## config.mk

```make
export PLATFORM = sky130hd
export DESIGN_NAME = rs_station
export DESIGN_NICKNAME = d
export VERILOG_FILES = /design/src/rtl/rs_station.sv
export SDC_FILE = /design/constraint.sdc
export NUM_CORES = 2
export LEC_CHECK = 0
export CAP_MARGIN = 20
export CELL_PAD_IN_SITES_DETAIL_PLACEMENT = 1
export CELL_PAD_IN_SITES_GLOBAL_PLACEMENT = 2
export CORE_ASPECT_RATIO = 1.1
export CORE_MARGIN = 2
export CORE_UTILIZATION = 43
export DETAILED_ROUTE_END_ITERATION = 8
export MAX_ROUTING_LAYER = met4
export PLACE_DENSITY = 0.93
export SYNTH_ARGS = -nofsm -noshare
export SYNTH_HDL_FRONTEND = slang
export SYNTH_SLANG_ARGS = --single-unit
export TNS_END_PERCENT = 10
```

## constraint.sdc

```tcl
create_clock -name clock -period 74.5 [get_ports clock]
set_clock_uncertainty 0.1 [all_clocks]
set_input_delay 14.9 -clock clock [delete_from_list [all_inputs] [get_ports clock]]
set_output_delay 14.9 -clock clock [all_outputs]
set_load 0.02 [all_outputs]
```

## src/rtl/rs_station.sv

```systemverilog
// Unified reservation station: CDB wakeup, per-class FU issue select.
// Optional RS_OLDEST_FIRST_EN: age-based (oldest first) issue select.
module rs_station #(
  parameter int NUM_ENTRIES = 8,
  parameter int XLEN        = 32,
  parameter int TAG_W       = 5,
  parameter int NUM_FU      = 4,
  parameter int PAYLOAD_W   = 64,
  localparam int IDX_W      = $clog2(NUM_ENTRIES),
  localparam int FU_W       = $clog2(NUM_FU)
) (
  input  logic                 clock,
  input  logic                 reset,
  input  logic                 flush,
  input  logic                 dispatch_valid,
  output logic                 dispatch_ready,
  input  logic [FU_W-1:0]      dispatch_fu,
  input  logic [TAG_W-1:0]     dispatch_t1,
  input  logic [TAG_W-1:0]     dispatch_t2,
  input  logic                 dispatch_r1,
  input  logic                 dispatch_r2,
  input  logic [XLEN-1:0]      dispatch_v1,
  input  logic [XLEN-1:0]      dispatch_v2,
  input  logic [TAG_W-1:0]     dispatch_dest,
  input  logic [PAYLOAD_W-1:0] dispatch_payload,
  input  logic                 cdb_valid,
  input  logic [TAG_W-1:0]     cdb_tag,
  input  logic [XLEN-1:0]      cdb_value,
  input  logic [NUM_FU-1:0]    fu_ready,
  output logic                 issue_valid,
  output logic [FU_W-1:0]      issue_fu,
  output logic [XLEN-1:0]      issue_v1,
  output logic [XLEN-1:0]      issue_v2,
  output logic [TAG_W-1:0]     issue_dest,
  output logic [PAYLOAD_W-1:0] issue_payload,
  output logic [IDX_W:0]       free_count
);

  logic [NUM_ENTRIES-1:0] e_valid, e_r1, e_r2;
  logic [FU_W-1:0]        e_fu   [NUM_ENTRIES];
  logic [TAG_W-1:0]       e_t1   [NUM_ENTRIES];
  logic [TAG_W-1:0]       e_t2   [NUM_ENTRIES];
  logic [XLEN-1:0]        e_v1   [NUM_ENTRIES];
  logic [XLEN-1:0]        e_v2   [NUM_ENTRIES];
  logic [TAG_W-1:0]       e_dest [NUM_ENTRIES];
  logic [PAYLOAD_W-1:0]   e_pay  [NUM_ENTRIES];
`ifdef RS_OLDEST_FIRST_EN
  localparam logic [IDX_W-1:0] AGE_MAX = IDX_W'(NUM_ENTRIES - 1);
  logic [IDX_W-1:0]       e_age  [NUM_ENTRIES];
  logic [IDX_W-1:0]       best_age;
`endif

  logic             free_found;
  logic [IDX_W-1:0] free_idx;
  logic [IDX_W:0]   free_cnt;
  logic             sel_found;
  logic [IDX_W-1:0] sel_idx;
  logic [NUM_ENTRIES-1:0] cand;
  logic             accept;
  logic             d_r1, d_r2;
  logic [XLEN-1:0]  d_v1, d_v2;

  // Lowest free slot and free-entry count from registered state only.
  always_comb begin
    free_found = 1'b0;
    free_idx   = '0;
    free_cnt   = '0;
    for (int i = 0; i < NUM_ENTRIES; i++) begin
      if (!e_valid[i]) begin
        free_cnt = free_cnt + {{IDX_W{1'b0}}, 1'b1};
        if (!free_found) begin
          free_found = 1'b1;
          free_idx   = IDX_W'(i);
        end
      end
    end
  end

  assign dispatch_ready = free_found;
  assign free_count     = free_cnt;
  assign accept         = dispatch_valid && free_found;

  // Dispatch-time bypass: capture an operand broadcast in the same cycle.
  always_comb begin
    d_r1 = dispatch_r1 || (cdb_valid && cdb_tag == dispatch_t1);
    d_r2 = dispatch_r2 || (cdb_valid && cdb_tag == dispatch_t2);
    d_v1 = dispatch_r1 ? dispatch_v1 : cdb_value;
    d_v2 = dispatch_r2 ? dispatch_v2 : cdb_value;
  end

  // Issue select among ready entries whose FU class can accept.
  always_comb begin
    sel_found = 1'b0;
    sel_idx   = '0;
`ifdef RS_OLDEST_FIRST_EN
    best_age  = '0;
`endif
    for (int i = 0; i < NUM_ENTRIES; i++) begin
      cand[i] = e_valid[i] && e_r1[i] && e_r2[i] && fu_ready[e_fu[i]];
`ifdef RS_OLDEST_FIRST_EN
      if (cand[i] && (!sel_found || e_age[i] > best_age)) begin
        sel_found = 1'b1;
        sel_idx   = IDX_W'(i);
        best_age  = e_age[i];
      end
`else
      if (cand[i] && !sel_found) begin
        sel_found = 1'b1;
        sel_idx   = IDX_W'(i);
      end
`endif
    end
  end

  // Drive issue bundle from the selected entry, zero when idle.
  always_comb begin
    issue_valid   = sel_found;
    issue_fu      = '0;
    issue_v1      = '0;
    issue_v2      = '0;
    issue_dest    = '0;
    issue_payload = '0;
    if (sel_found) begin
      issue_fu      = e_fu[sel_idx];
      issue_v1      = e_v1[sel_idx];
      issue_v2      = e_v2[sel_idx];
      issue_dest    = e_dest[sel_idx];
      issue_payload = e_pay[sel_idx];
    end
  end

  // Entry state: wakeup, aging, free on issue, write on dispatch, flush.
  always_ff @(posedge clock or posedge reset) begin
    if (reset) begin
      e_valid <= '0;
      e_r1    <= '0;
      e_r2    <= '0;
      for (int i = 0; i < NUM_ENTRIES; i++) begin
        e_fu[i]   <= '0;
        e_t1[i]   <= '0;
        e_t2[i]   <= '0;
        e_v1[i]   <= '0;
        e_v2[i]   <= '0;
        e_dest[i] <= '0;
        e_pay[i]  <= '0;
`ifdef RS_OLDEST_FIRST_EN
        e_age[i]  <= '0;
`endif
      end
    end else if (flush) begin
      e_valid <= '0;
    end else begin
      for (int i = 0; i < NUM_ENTRIES; i++) begin
        if (e_valid[i] && !e_r1[i] && cdb_valid && e_t1[i] == cdb_tag) begin
          e_r1[i] <= 1'b1;
          e_v1[i] <= cdb_value;
        end
        if (e_valid[i] && !e_r2[i] && cdb_valid && e_t2[i] == cdb_tag) begin
          e_r2[i] <= 1'b1;
          e_v2[i] <= cdb_value;
        end
`ifdef RS_OLDEST_FIRST_EN
        if (accept && e_valid[i] && e_age[i] != AGE_MAX)
          e_age[i] <= e_age[i] + 1'b1;
`endif
      end
      if (sel_found)
        e_valid[sel_idx] <= 1'b0;
      if (accept) begin
        e_valid[free_idx] <= 1'b1;
        e_fu[free_idx]    <= dispatch_fu;
        e_t1[free_idx]    <= dispatch_t1;
        e_t2[free_idx]    <= dispatch_t2;
        e_r1[free_idx]    <= d_r1;
        e_r2[free_idx]    <= d_r2;
        e_v1[free_idx]    <= d_v1;
        e_v2[free_idx]    <= d_v2;
        e_dest[free_idx]  <= dispatch_dest;
        e_pay[free_idx]   <= dispatch_payload;
`ifdef RS_OLDEST_FIRST_EN
        e_age[free_idx]   <= '0;
`endif
      end
    end
  end

endmodule

```

# Word level (Yosys, flattened, before mapping)
# Index checks and enable logic that the tools add are counted.
# op_classes
eq_ne	18
muxes	176
reduce_logical	111
order_cmp	15
bitwise_logic	6
n_addsub	7
# op_table
op	count
two-way mux 32 bit	41
bitwise mux 256 bit	2
bitwise mux 512 bit	1
two-way mux 256 bit	2
two-way mux 64 bit	4
binary-select mux 32 bit (select 3 bit)	2
binary-select mux 64 bit (select 3 bit)	1
demux 64 bit (select 3 bit)	1
bitwise mux 40 bit	3
demux 32 bit (select 3 bit)	1
== test 5 bit	18
logical AND 1 bit	85
two-way mux 1 bit	62
two-way mux 3 bit	18
two-way mux 8 bit	6
adder 4 x 1 -> 4 bit, second input constant	7
two-way mux 4 bit	7
< comparator 2 x 3 -> 1 bit, second input constant	8
logical NOT 1 bit	23
two-way mux 5 bit	4
binary-select mux 1 bit (select 2 bit)	8
bitwise mux 16 bit	1
bitwise mux 8 bit	2
binary-select mux 5 bit (select 3 bit)	1
16 further kinds	25
# totals
regBits	1184
output_inout_bits	141

# Depth between registers and ports, before layout
# depth
word_depth	36
ltp_mapped	22
ltp_nobuf	22

# Worst setup path after synthesis
# No wires, ideal clock.
# synth_path
path_kind	in2out
startpoint	in fu_ready[3]
endpoint	out issue_v1[16]
required_ns	59.500
path_slack_ns	42.119
cell_stages	10
arrival_ns	17.381
n_path_buf	3
cell_sequence	mux4_2 -> and4_4 -> o211a_4 -> or2_1 -> buf_6 -> nand2_4 -> buf_6 -> buf_2 -> a21oi_1 -> nor4b_1
# synth_via
elab_chain_len	30
# synth_rtl
item	line	rtl
from (decl)	29	input logic [NUM_FU-1:0] fu_ready,
binary-select mux 1 bit (select 2 bit)	99	cand[i] = e_valid[i] && e_r1[i] && e_r2[i] && fu_ready[e_fu[i]];
two-way mux 1 bit (implied by the code)	99	
logical AND 1 bit	99	
two-way mux 1 bit	107	if (cand[i] && !sel_found) begin
logical NOT 1 bit	107	
logical AND 1 bit	107	
two-way mux 1 bit	107	
logical NOT 1 bit	107	
(+13 left out)	n/a	
two-way mux 1 bit	107	
logical NOT 1 bit	107	
logical AND 1 bit	107	
two-way mux 3 bit	107	
inverter 3 -> 4 bit (implied by the code)	125	issue_v1 = e_v1[sel_idx];
binary-select mux 32 bit (select 3 bit)	125	
two-way mux 32 bit (implied by the code) (2 in series)	125	
two-way mux 32 bit (*)	123	if (sel_found) begin
to (decl)	32	output logic [XLEN-1:0] issue_v1,
# Every way passes the cells marked *; elsewhere a longest branch is shown, timed or not. The select of a mux whose other input is x is not followed.

# Worst setup path after layout
# layout_path
startpoint	in fu_ready[3]
endpoint	out issue_v2[24]
# layout_via
elab_chain_len	30
# layout_rtl
item	line	rtl
binary-select mux 1 bit (select 2 bit)	99	
two-way mux 1 bit (implied by the code)	99	
logical AND 1 bit	99	
two-way mux 1 bit	107	
logical NOT 1 bit	107	
logical AND 1 bit	107	
two-way mux 1 bit	107	
logical NOT 1 bit	107	
(+13 left out)	n/a	
two-way mux 1 bit	107	
logical NOT 1 bit	107	
logical AND 1 bit	107	
two-way mux 3 bit	107	
inverter 3 -> 4 bit (implied by the code)	126	issue_v2 = e_v2[sel_idx];
binary-select mux 32 bit (select 3 bit)	126	
two-way mux 32 bit (implied by the code) (2 in series)	126	
two-way mux 32 bit (*)	123	
to (decl)	33	output logic [XLEN-1:0] issue_v2,
# Marked as above.

==> flow_metrics.env <==
export IMPL_status="finished clean"
export IMPL_hold_viol_final=0
export IMPL_finalSetupViolCount=0
export IMPL_fmax_ghz=0.0275
export IMPL_reg2reg_slack_ns=69.83
export IMPL_synthDominantCellAreaShare_pct=48.6
export IMPL_critPathCapture="issue_v2[24]"
export IMPL_wirelength_mm=245
export IMPL_area_growth_pct=14.6
export IMPL_initial_core_util_pct=43.4
export IMPL_synth_cells=5819
export IMPL_ys_warnings_count=0
export IMPL_path_clk_slew_ns=0.06
export IMPL_hold_buffers=0
export IMPL_r2r_end="e_pay[54]"
export IMPL_cts_tree="yes"
export IMPL_min_path_type="flop to flop"
export IMPL_rsz0062_at_grt="false"
export IMPL_track_usage_pct=34.5
export IMPL_maxSlewHeadroom_pct=16.1
export IMPL_worstPathMaxFanout=77
export IMPL_h_tree_depth=4
export IMPL_ys_types=68
export IMPL_use_met3_pct=6.61
export IMPL_dieHeight_um=399
export IMPL_rr_worst_depth=7
export IMPL_layout_common_cells="dfrtp_1 (1184), mux2_2 (687), a21oi_1 (618), nor2_1 (494), o22a_1 (363)"
export IMPL_gr_total_overflow=0
export IMPL_ys_ff_latch=1184
export IMPL_critical_path_cell_chain="clkdlybuf4s50_1, mux4_2, and4_1, o21ai_2, or2_4, buf_4, buf_4, a31oi_1, a21boi_0, nor4_1, clkdlybuf4s50_1"
export IMPL_crit_family="buffers and inverters"
export IMPL_cp_depth=11
export IMPL_ir_drop_mv=0.0254
export IMPL_ys_top_cells_by_area="dfrtp_1 (49%), mux2_2 (13%), o22a_1 (5.2%)"
export IMPL_use_met2_pct=55.3
export IMPL_synth_nets=6021
export IMPL_synth_edf_count=0
export IMPL_first_pass_iters=5
export IMPL_p_per_area_nw_per_um2=24.5
export IMPL_critPathRequiredTime_ns=59.50
export IMPL_crit_start="fu_ready[3]"
export IMPL_synthesis_area_sq_um=61000
export IMPL_place_congestion=0.886
export IMPL_slowest_stage="nor4_1"
export IMPL_post_cts_buffers=0
export IMPL_die_w_um=363
export IMPL_grt_pass1_wl_mm=365
export IMPL_start_kind="input pin"
export IMPL_antenna_found_initial=12
export IMPL_clock_latency_ns=0.81
export IMPL_crit_type="input pin to output pin"
export IMPL_fin_crit_ns=36.31
export IMPL_drv_cap=0
export IMPL_synth_ff_type="dfrtp_1"
export IMPL_power_leakage_uw=0.0302
export IMPL_nets=5997
export IMPL_core_area_sq_um=140000
export IMPL_placed_area_sq_um=65200
export IMPL_tightest_slew_ns=1.25
export IMPL_synth_area_per_cell_sq_um=10.5
export IMPL_dieArea_sq_um=145000
export IMPL_top_usage_layer="met2"
export IMPL_final_area_sq_um=69900
export IMPL_layout_commonest_cell="dfrtp_1"
export IMPL_period_share_pct=48.7
export IMPL_num_rows=144
export IMPL_io_pins=334
export IMPL_postSynth_asyncResetShare_pct=100
export IMPL_numCtsBuffers=136
export IMPL_cts_resized=0
export IMPL_wl_per_cell_um=31.7
export IMPL_drtIter0Drc=5523
export IMPL_slew_viol_final=0
export IMPL_end_kind="output pin"
export IMPL_place_hpwl_mm=135
export IMPL_r2r_start="e_valid[0]"
export IMPL_grt_pass1_vias=55400
export IMPL_slowest_delay_ns=0.95
export IMPL_drive_gt1_share_pct=19.9
export IMPL_grt_max_degree=189
export IMPL_cp_num_buf_inv=4
export IMPL_yosysTopAreaCell="dfrtp_1"
export IMPL_drc=0
export IMPL_arrival_ns=21.31
export IMPL_cts_path_max_buffers=3
export IMPL_vias=51600
export IMPL_ys_seq_area_share_pct=48.6
export IMPL_portBuffers=333
export IMPL_met1_usage_pct=41.1
export IMPL_viasPerCell=6.68
export IMPL_clockRootBuffer="clkbuf_16"
export IMPL_antenna_left=0
export IMPL_clock_sinks=1184
export IMPL_tns_ns=0
-- synth_stat cells, drive strengths merged (18+ instances only) --
library cell,instances
a211o,62
a211oi,143
a21boi,82
a21oi,628
a2bb2oi,33
a311oi,67
a31o,18
a31oi,167
a32o,24
and3,113
buf,275
clkbuf,351
dfrtp,1184
mux2,711
mux2i,95
nand2,323
nand3,65
nand4,28
nor2,514
nor4,23
nor4b,62
o21ai,253
o221ai,31
o22a,363
xnor2,82
xor2,24
-- layer usage --
layer | vias to the layer above | part of all wire (%)
met5 | - | 0
met4 | 0 | 5.7
met3 | 756 | 8.0
met2 | 2455 | 48
met1 | 27100 | 39
li1 | 21300 | -
-- registers in the layout, summed over array words and instances (netlist names) --
register	cells
e_valid	8
e_v2	256
e_t1	40
e_dest	40
e_t2	40
e_pay	512
e_v1	256
e_fu	16
e_r2	8
e_r1	8
-- metrics by stage --
step           std cells  utilization, %  worst slack [ns]  power (uW)  hold WS [ns]
2_1_floorplan       5819               -             26.15         919         0.342
3_3_place_gp        7477            46.5             38.67        1010         0.355
3_5_place_dp        7477            46.5             38.49        1020         0.364
4_1_cts             7712            49.7             38.47        1710         0.377
5_1_grt             7726            49.8             38.11        1770         0.401
6_report            7728            49.8             38.19        1710         0.373
-- area by class of cell --
cell class,count,area (sq um)
multi-input cells,3994,28900
repair buffers,464,4430
clock inverters,42,614
clock buffers,193,3920
flip-flops and latches,1184,29600
diodes,11,27.5
inverters,15,63.8
well taps,1825,2280
fillers,14800,70500
-- cell families (layout without fill, tap and decap cells) --
| family | Yosys count | count (layout) | share of synthesized area (%) |
|---|---|---|---|
| AO/OA/AOI/OAI | 1889 | 1889 | 20.6 |
| XOR/XNOR | 106 | 106 | 1.52 |
| adder cells (fa/ha/maj) | 9 | 9 | 0.185 |
| buffers and inverters | 641 | 714 | 4.63 |
| flip-flops | 1184 | 1184 | 48.6 |
| multiplexers | 814 | 814 | 15.0 |
| other | 0 | 11 | 0 |
| AND/OR/NAND/NOR | 1176 | 1176 | 9.46 |
-- power breakdown --
| group | leakage [uW] | switching [uW] | internal, uW | total (uW) |
|---|---|---|---|---|
| registers | 0.0158 | 40.5 | 711 | 752 |
| clock network | 0.00221 | 291 | 403 | 694 |
| logic | 0.0121 | 151 | 111 | 262 |
| total | 0.0302 | 483 | 1230 | 1710 |
-- worst min-delay path by stage --
stage / from / end / slack [ns] / cells past startpoint
2_1_floorplan: e_v2[225] / e_v2[225] / 0.34 / 2
3_3_place_gp: e_v1[198] / e_v1[198] / 0.36 / 2
3_5_place_dp: e_v2[214] / e_v2[214] / 0.36 / 2
4_1_cts: e_v2[214] / e_v2[214] / 0.38 / 2
5_1_grt: e_v2[0] / e_v2[0] / 0.40 / 1
6_report: e_v2[214] / e_v2[214] / 0.37 / 2
-- tightest hold or removal path: stages, from the launching register on --
cell and delay (ns):
dfrtp_1 0.33, nand2_1 0.04, o21ai_0 0.06
No activity file was read; power rests on OpenSTA's default activity.
